--- src/rtl/pwm_capture_if.sv ---
// Capture-side bundle for the PWM measurement block.
// The master side drives the enable and the raw PWM line. The slave side,
// which is the capture block, returns the measurement and its status pulses.
interface pwm_capture_if;
  logic        en;
  logic        pwm_in;
  logic [11:0] period_out;
  logic [11:0] pulsewidth_out;
  logic        valid;
  logic        frame_done;
  logic        timeout;

  modport master (
    output en, pwm_in,
    input  period_out, pulsewidth_out, valid, frame_done, timeout
  );

  modport slave (
    input  en, pwm_in,
    output period_out, pulsewidth_out, valid, frame_done, timeout
  );
endinterface

--- src/rtl/pwm_capture.sv ---
// PWM capture: measures the frame length and the high time of an
// asynchronous PWM line, using the same encoding as the PWM generator.
//   period_out     = frame length - 1
//   pulsewidth_out = high cycles
// A frame is reported only after two synchronized rising edges. Missing
// edges end in a one-cycle timeout pulse and drop valid.
module pwm_capture (
  input  logic            clk,
  input  logic            rst,
  pwm_capture_if.slave    bus
);

  typedef enum logic [1:0] {IDLE, HIGH, LOW} state_t;

  // A fall must arrive while elapsed is still below this value.
  localparam logic [12:0] HIGH_LIMIT = 13'd4096;
  // A rise must arrive while elapsed is still below this value.
  // It is one more than HIGH_LIMIT so that the longest frame,
  // period_out = 4095, is still measurable.
  localparam logic [12:0] LOW_LIMIT  = 13'd4097;

  logic        s1_q, s2_q, s3_q;
  logic        rise, fall;
  state_t      state_q;
  logic [12:0] elapsed_q;
  logic [11:0] pw_shadow_q;
  logic [11:0] period_q, pulsewidth_q;
  logic        valid_q, frame_done_q, timeout_q;

  // Two-flop synchronizer plus a history flop for edge detection.
  always_ff @(posedge clk) begin
    if (rst) begin
      s1_q <= 1'b0;
      s2_q <= 1'b0;
      s3_q <= 1'b0;
    end else begin
      s1_q <= bus.pwm_in;
      s2_q <= s1_q;
      s3_q <= s2_q;
    end
  end

  assign rise = s2_q & ~s3_q;
  assign fall = ~s2_q & s3_q;

  // Measurement FSM.
  // The elapsed value at each edge is the cycle count since the last rise.
  // Both output fields change together, and only on a commit.
  always_ff @(posedge clk) begin
    if (rst) begin
      state_q      <= IDLE;
      elapsed_q    <= '0;
      pw_shadow_q  <= '0;
      period_q     <= '0;
      pulsewidth_q <= '0;
      valid_q      <= 1'b0;
      frame_done_q <= 1'b0;
      timeout_q    <= 1'b0;
    end else begin
      frame_done_q <= 1'b0;
      timeout_q    <= 1'b0;
      if (!bus.en) begin
        // Drop the frame in progress but keep the last reported measurement.
        state_q     <= IDLE;
        valid_q     <= 1'b0;
        elapsed_q   <= '0;
        pw_shadow_q <= '0;
      end else begin
        case (state_q)
          IDLE: begin
            if (rise) begin
              state_q   <= HIGH;
              elapsed_q <= 13'd1;
            end else begin
              elapsed_q <= '0;
            end
          end
          HIGH: begin
            if (fall) begin
              pw_shadow_q <= elapsed_q[11:0];
              state_q     <= LOW;
              elapsed_q   <= elapsed_q + 13'd1;
            end else if (elapsed_q == HIGH_LIMIT) begin
              // Stuck high (100% duty).
              timeout_q <= 1'b1;
              valid_q   <= 1'b0;
              state_q   <= IDLE;
              elapsed_q <= '0;
            end else begin
              elapsed_q <= elapsed_q + 13'd1;
            end
          end
          LOW: begin
            if (rise) begin
              // Wraps to 4095 when elapsed is 4096, the longest legal frame.
              period_q     <= elapsed_q[11:0] - 12'd1;
              pulsewidth_q <= pw_shadow_q;
              valid_q      <= 1'b1;
              frame_done_q <= 1'b1;
              state_q      <= HIGH;
              elapsed_q    <= 13'd1;
            end else if (elapsed_q == LOW_LIMIT) begin
              // Stuck low (0% duty).
              timeout_q <= 1'b1;
              valid_q   <= 1'b0;
              state_q   <= IDLE;
              elapsed_q <= '0;
            end else begin
              elapsed_q <= elapsed_q + 13'd1;
            end
          end
          default: begin
            state_q   <= IDLE;
            elapsed_q <= '0;
          end
        endcase
      end
    end
  end

  assign bus.period_out     = period_q;
  assign bus.pulsewidth_out = pulsewidth_q;
  assign bus.valid          = valid_q;
  assign bus.frame_done     = frame_done_q;
  assign bus.timeout        = timeout_q;

endmodule

--- src/flat_wrapper.sv ---
// flat-port wrapper written by rule: the top's interface ports become plain ports
module pwm_capture_flat 
  (clk, rst, bus_en, bus_pwm_in, bus_period_out, bus_pulsewidth_out, bus_valid, bus_frame_done, bus_timeout);
  pwm_capture_if bus_i ();
  input  logic clk;
  input  logic rst;
  input wire logic [$bits(bus_i.en)-1:0] bus_en;
  input wire logic [$bits(bus_i.pwm_in)-1:0] bus_pwm_in;
  output wire logic [$bits(bus_i.period_out)-1:0] bus_period_out;
  output wire logic [$bits(bus_i.pulsewidth_out)-1:0] bus_pulsewidth_out;
  output wire logic [$bits(bus_i.valid)-1:0] bus_valid;
  output wire logic [$bits(bus_i.frame_done)-1:0] bus_frame_done;
  output wire logic [$bits(bus_i.timeout)-1:0] bus_timeout;
  assign bus_i.en = bus_en;
  assign bus_i.pwm_in = bus_pwm_in;
  assign bus_period_out = bus_i.period_out;
  assign bus_pulsewidth_out = bus_i.pulsewidth_out;
  assign bus_valid = bus_i.valid;
  assign bus_frame_done = bus_i.frame_done;
  assign bus_timeout = bus_i.timeout;
  pwm_capture u_core (.clk(clk), .rst(rst), .bus(bus_i));
endmodule
--- config.mk ---
export PLATFORM = sky130hd
export DESIGN_NAME = pwm_capture_flat
export DESIGN_NICKNAME = d
export VERILOG_FILES = /design/src/rtl/pwm_capture_if.sv /design/src/rtl/pwm_capture.sv /design/src/flat_wrapper.sv
export SDC_FILE = /design/constraint.sdc
export NUM_CORES = 1
export LEC_CHECK = 0
export ABC_AREA = 1
export BUFFER_PORTS_ARGS = -buffer_cell sky130_fd_sc_hd__buf_2
export CELL_PAD_IN_SITES_DETAIL_PLACEMENT = 1
export CELL_PAD_IN_SITES_GLOBAL_PLACEMENT = 2
export CORE_MARGIN = 2
export CORE_UTILIZATION = 31
export CTS_BUF_LIST = sky130_fd_sc_hd__clkbuf_4
export CTS_CLUSTER_DIAMETER = 30
export DETAILED_ROUTE_END_ITERATION = 8
export GPL_TIMING_DRIVEN = 0
export PLACE_DENSITY_LB_ADDON = 0.1
export SYNTH_ARGS = -nofsm -noshare
export SYNTH_HDL_FRONTEND = slang
export SYNTH_SLANG_ARGS = --single-unit
--- constraint.sdc ---
create_clock -name clk -period 1.6 [get_ports clk]
set_clock_uncertainty 0.15 [all_clocks]
set_input_delay 0.08 -clock clk [delete_from_list [all_inputs] [get_ports clk]]
set_output_delay 0.08 -clock clk [all_outputs]
set_load 0.01 [all_outputs]
# Yosys cells after proc, flatten, opt, wreduce, memory -nomap -nowiden
# Index checks and enable logic that the tools add are counted.
# word_totals
word_cells	59
out_inout_bits	27
input_bits	4
reg_bits	57
# op_classes
n_reduce_logical	8
n_bitwise	6
n_mux	23
add_sub_neg	2
eq_ne	9
# op_table
operator	n
$mux W13	4
$pmux W13 S3	1
$eq A13 B13 Y1 const B	2
$add A13 B1 Y13 const B	1
$sub A12 B1 Y12 const B	1
$mux W1	10
$mux W2	5
$ne A3 B1 Y1 const B	2
$pmux W2 S3	1
$reduce_and A3 Y1	2
$ne A2 B1 Y1 const B	2
$not A1 Y1	4
$pmux W1 S2	2
$reduce_and A4 Y1	1
$reduce_or A3 Y1	1
$and A1 B1 Y1	2
$eq A2 B1 Y1 const B	1
$eq A2 B2 Y1 const B	1
$logic_not A2 Y1	1
$ne A2 B2 Y1 const B	1
$reduce_and A2 Y1	1
$reduce_bool A2 Y1	1
$reduce_or A2 Y1	1

# Logic depth before layout (Yosys ltp)
# logic_depth
ltp_word	4
ltp_mapped	11
ltp_nobuf	10

# Least setup slack after synthesis
# OpenSTA, ideal clock, no wires.
# synth_timing
path_type	register to register
from	register u_core.state_q[1]
to	register u_core.pw_shadow_q[3]
required_ps	1331
path_buffers	2
period_less_slack_ps	1574
stages_incl_launch_ff	8
setup_slack_ps	26
setup_time_ps	119
arrival_time_ps	1305
cell_sequence	dfxtp_1 inv_1 ha_1 clkbuf_1 nand2_1 buf_2 nand2_1 a21oi_1
# synth_between
elab_chain_len	2
# synth_lines
element	line	source
from (decl)	pwm_capture.sv:24	state_t state_q;
from (signal assigned)	pwm_capture.sv:51	state_q <= IDLE;
from (signal assigned)	pwm_capture.sv:64	state_q <= IDLE;
from (signal assigned)	pwm_capture.sv:72	state_q <= HIGH;
$eq A2 B1 Y1	pwm_capture.sv:69	case (state_q)
$reduce_and A2 Y1 (no source line)	--	
to (signal assigned)	pwm_capture.sv:80	pw_shadow_q <= elapsed_q[11:0];
to (decl)	pwm_capture.sv:26	logic [11:0] pw_shadow_q;
# No other way between the ends.
# A chain may end at the register's enable or synchronous reset.

# Worst setup path after layout
# layout_timing
from	register u_core.elapsed_q[0]
to	register u_core.period_q[10] (netlist: u_core.bus.period_out[10])
# layout_between
elab_chain_len	1
# layout_lines
element	line	source
from (decl)	pwm_capture.sv:25	logic [12:0] elapsed_q;
from (signal assigned)	pwm_capture.sv:82	elapsed_q <= elapsed_q + 13'd1;
from (signal assigned)	pwm_capture.sv:90	elapsed_q <= elapsed_q + 13'd1;
from (signal assigned)	pwm_capture.sv:109	elapsed_q <= elapsed_q + 13'd1;
$sub A12 B1 Y12	pwm_capture.sv:96	period_q <= elapsed_q[11:0] - 12'd1;
to (signal assigned)	pwm_capture.sv:96	
to (decl)	pwm_capture.sv:27	logic [11:0] period_q, pulsewidth_q;
# No other way between the ends.

==> results.toml <==
[critical_path]
path_buf_inv = 3
path_max_fanout = 4
crit_chain = "inv_4 > buf_4 > ha_2 > nand2_2 > nor3_2 > o21ai_0 > o21bai_1 > inv_1"
worstPathArrival_ns = 1.75
required_ns = 1.74
startpoint_type = "register"
critPathMaxStageDelay_ns = 0.39
cp_top_family = "flip-flops"
cpMaxStageDelayCell = "dfxtp_4"
cp-end-kind = "register"
crit_type = "reg -> reg"

[sta]
tightestPinTransition_ns = 0.429
period_share_pct = 101
slew_headroom_pct = 71.4
setup_viol = 2
max_freq_mhz = 620
report.final.slew_viol_count = 0
period_minus_slack_ns = 1.61
rsz0062_at_grt = "yes"
hold_ws_ns = 0.0400
setup_slack_ns = -0.0127
finalSetupTns_ns = -0.0157
timing.final.hold_violations = 0

[clock_network]
cts_tree = "built"
clk_pin_slew_ns = 0.10
cts_buffers = 9
clkLatencyLatePin_ns = 0.39
cts_buffer_depth = 2
cts_sinks = 57
h-tree-depth = 3
root_buffer = "clkbuf_4"

[synth]
synth_seq_area_share_pct = 42.9
synth_area_per_cell_um2 = 7.63
ys_types = 31
yosys_warnings = 0
synthCells = 349
syn-cell-area_um2 = 2660
ys_seq_elements = 57
syn_nets = 361

[layout]
multi_input_area_um2 = 1530
instances_no_fill = 543
seq_area_um2 = 1180
fillerInstances = 1018
final_cell_mix = "43 x dfxtp_1, 42 x nand2_1, 39 x nor2_1"
n_antenna_cell = 0
layout_commonest_cell = "dfxtp_1"
post-route-cell-area_um2 = 3810
drive_above_1_share_pct = 42.0
area_growth_pct = 43.3
finalNetCount = 445

[global_routing]
grt-ovfl-total = 0
busiest_layer = "met2"
grtUsageTotal_pct = 17.4
grt_pass1_wl_mm = 13.0
antenna_found_initial = 0
grt_max_degree = 11
use_met2_pct = 28.0
use_met3_pct = 2.89
use_met1_pct = 23.7
grt_pass1_vias = 2538

[hold_path]
min_path_type = "in -> reg"

[place]
dp_cells = 483
portBuffers = 29
gp_congestion = 0.778
dp_hpwl_mm = 5.31
dpl_cell_area_um2 = 2940

[power_and_ir_drop]
ir_drop_uv = 261
power.density_nw_per_um2 = 709
p_leak_uw = 0.00172

[detailed_routing]
vias = 2484
drc = 0
first_iter_violations = 77
drt-total-wl_mm = 8.24
ant_nets = 0
routedWlPerCell_um = 15.2
viasPerCell = 4.57
dr.pass1.iters = 4

[run]
max_cap_violations = 0

[floorplan]
core_um2 = 8260
dieArea_um2 = 9350
die_x_um = 96.7
rows = 33
pin_count = 31
die_h_um = 96.7
start_util_pct = 32.2

[run_status]
violations = "setup timing"
status = "finished, violations left"
[repair_timing]
| item | in CTS | in global routing |
|---|---|---|
| gates cloned | 2 | 0 |
| hold buffers | 4 | 0 |
| endpoints found under the hold margin | 7 | 0 |
| setup buffers | 27 | 17 |
| pin swaps | 9 | 29 |
| endpoints found under the setup margin | 52 | 37 |
| resized for setup | 54 | 57 |
[layer usage]
metal  vias to the layer above  share of wire (%)
met5                         -                  0
met3                         5                1.8
met1                      1165                 48
met4                         0               0.91
met2                        21                 50
li1                       1293                  -
[logic make-up after synthesis]
group,after synthesis,share of synthesized area (%)
compound gates,58,11.3
xor+xnor,11,3.62
fa+ha+maj,8,3.76
buf+inv,55,9.16
flops,57,42.9
simple gates,160,29.3
[final timing paths]
path / from / cells after the start / end / slack, ns
setup / recovery: u_core.elapsed_q[0]$_SDFF_PP0_ / 8 / u_core.bus.period_out[10]$_SDFFE_PP0P_ / -0.01
hold / removal: bus_en / 5 / u_core.state_q[0]$_SDFFE_PP0P_ / 0.04
setup reg to reg: u_core.elapsed_q[0]$_SDFF_PP0_ / 8 / u_core.bus.period_out[10]$_SDFFE_PP0P_ / -0.01
hold reg to reg: u_core.pw_shadow_q[1]$_SDFFE_PP0P_ / 2 / u_core.bus.pulsewidth_out[1]$_SDFFE_PP0P_ / 0.31
[where the power goes]
group	total [uW]	switching, uW	leakage (uW)	internal, uW
logic	229	130	0.00118	98.5
clock network	1050	568	0.0000698	484
registers	1420	9.85	0.000470	1410
total	2700	708	0.00172	2000
[Yosys cell counts, drive strengths merged]
cell type,n,share of area (%)
clkinv,1,0.33
nand4,3,0.70
xnor2,2,0.66
buf,10,2.5
nor3,5,1.6
o21bai,1,0.28
a21oi,24,4.5
nor4,2,1.0
nor2,68,13
clkbuf,4,0.66
nand3,26,5.3
a31oi,2,0.47
o211ai,1,0.28
o21a,1,0.28
inv,40,5.6
ha,8,3.8
dfxtp,57,43
xor2,9,3.0
o21ai,29,5.5
nand2,56,8.3
[worst min-delay path, delay by kind of cell]
| kind | cells | cell delay [ns] |
|---|---|---|
| buffers and inverters | 2 | 0.23 |
| AND/OR/NAND/NOR | 3 | 0.22 |
[through the flow]
stage	util, %	worst slack, ns	power, uW
detailed placement	35.6	-0.444	1610
global route	46.2	-0.0809	2840
floorplan	-	0.0263	1570
CTS	42.7	0.00517	2730
finish	46.2	-0.0127	2700
global placement	35.6	-0.429	1610
[flip-flops by register name, indices dropped and copies added, names as in the netlist]
signal / cells
u_core.s1_q: 1
u_core.bus.period_out: 12
u_core.bus.pulsewidth_out: 12
u_core.s2_q: 1
u_core.bus.valid: 1
u_core.bus.frame_done: 1
u_core.s3_q: 1
u_core.elapsed_q: 13
u_core.pw_shadow_q: 12
u_core.bus.timeout: 1
u_core.state_q: 2
[layout make-up]
| type | instances | share of cell area, % |
|---|---|---|
| Buffer | 11 | 2.82 |
| Clock buffer | 10 | 1.97 |
| Clock inverter | 6 | 1.54 |
| Inverter | 41 | 4.36 |
| Multi-Input combinational cell | 237 | 40.2 |
| Sequential cell | 57 | 31.0 |
| Tap cell | 105 | 3.44 |
| Timing Repair Buffer | 76 | 14.6 |
Power figures use the tool's default switching activity.
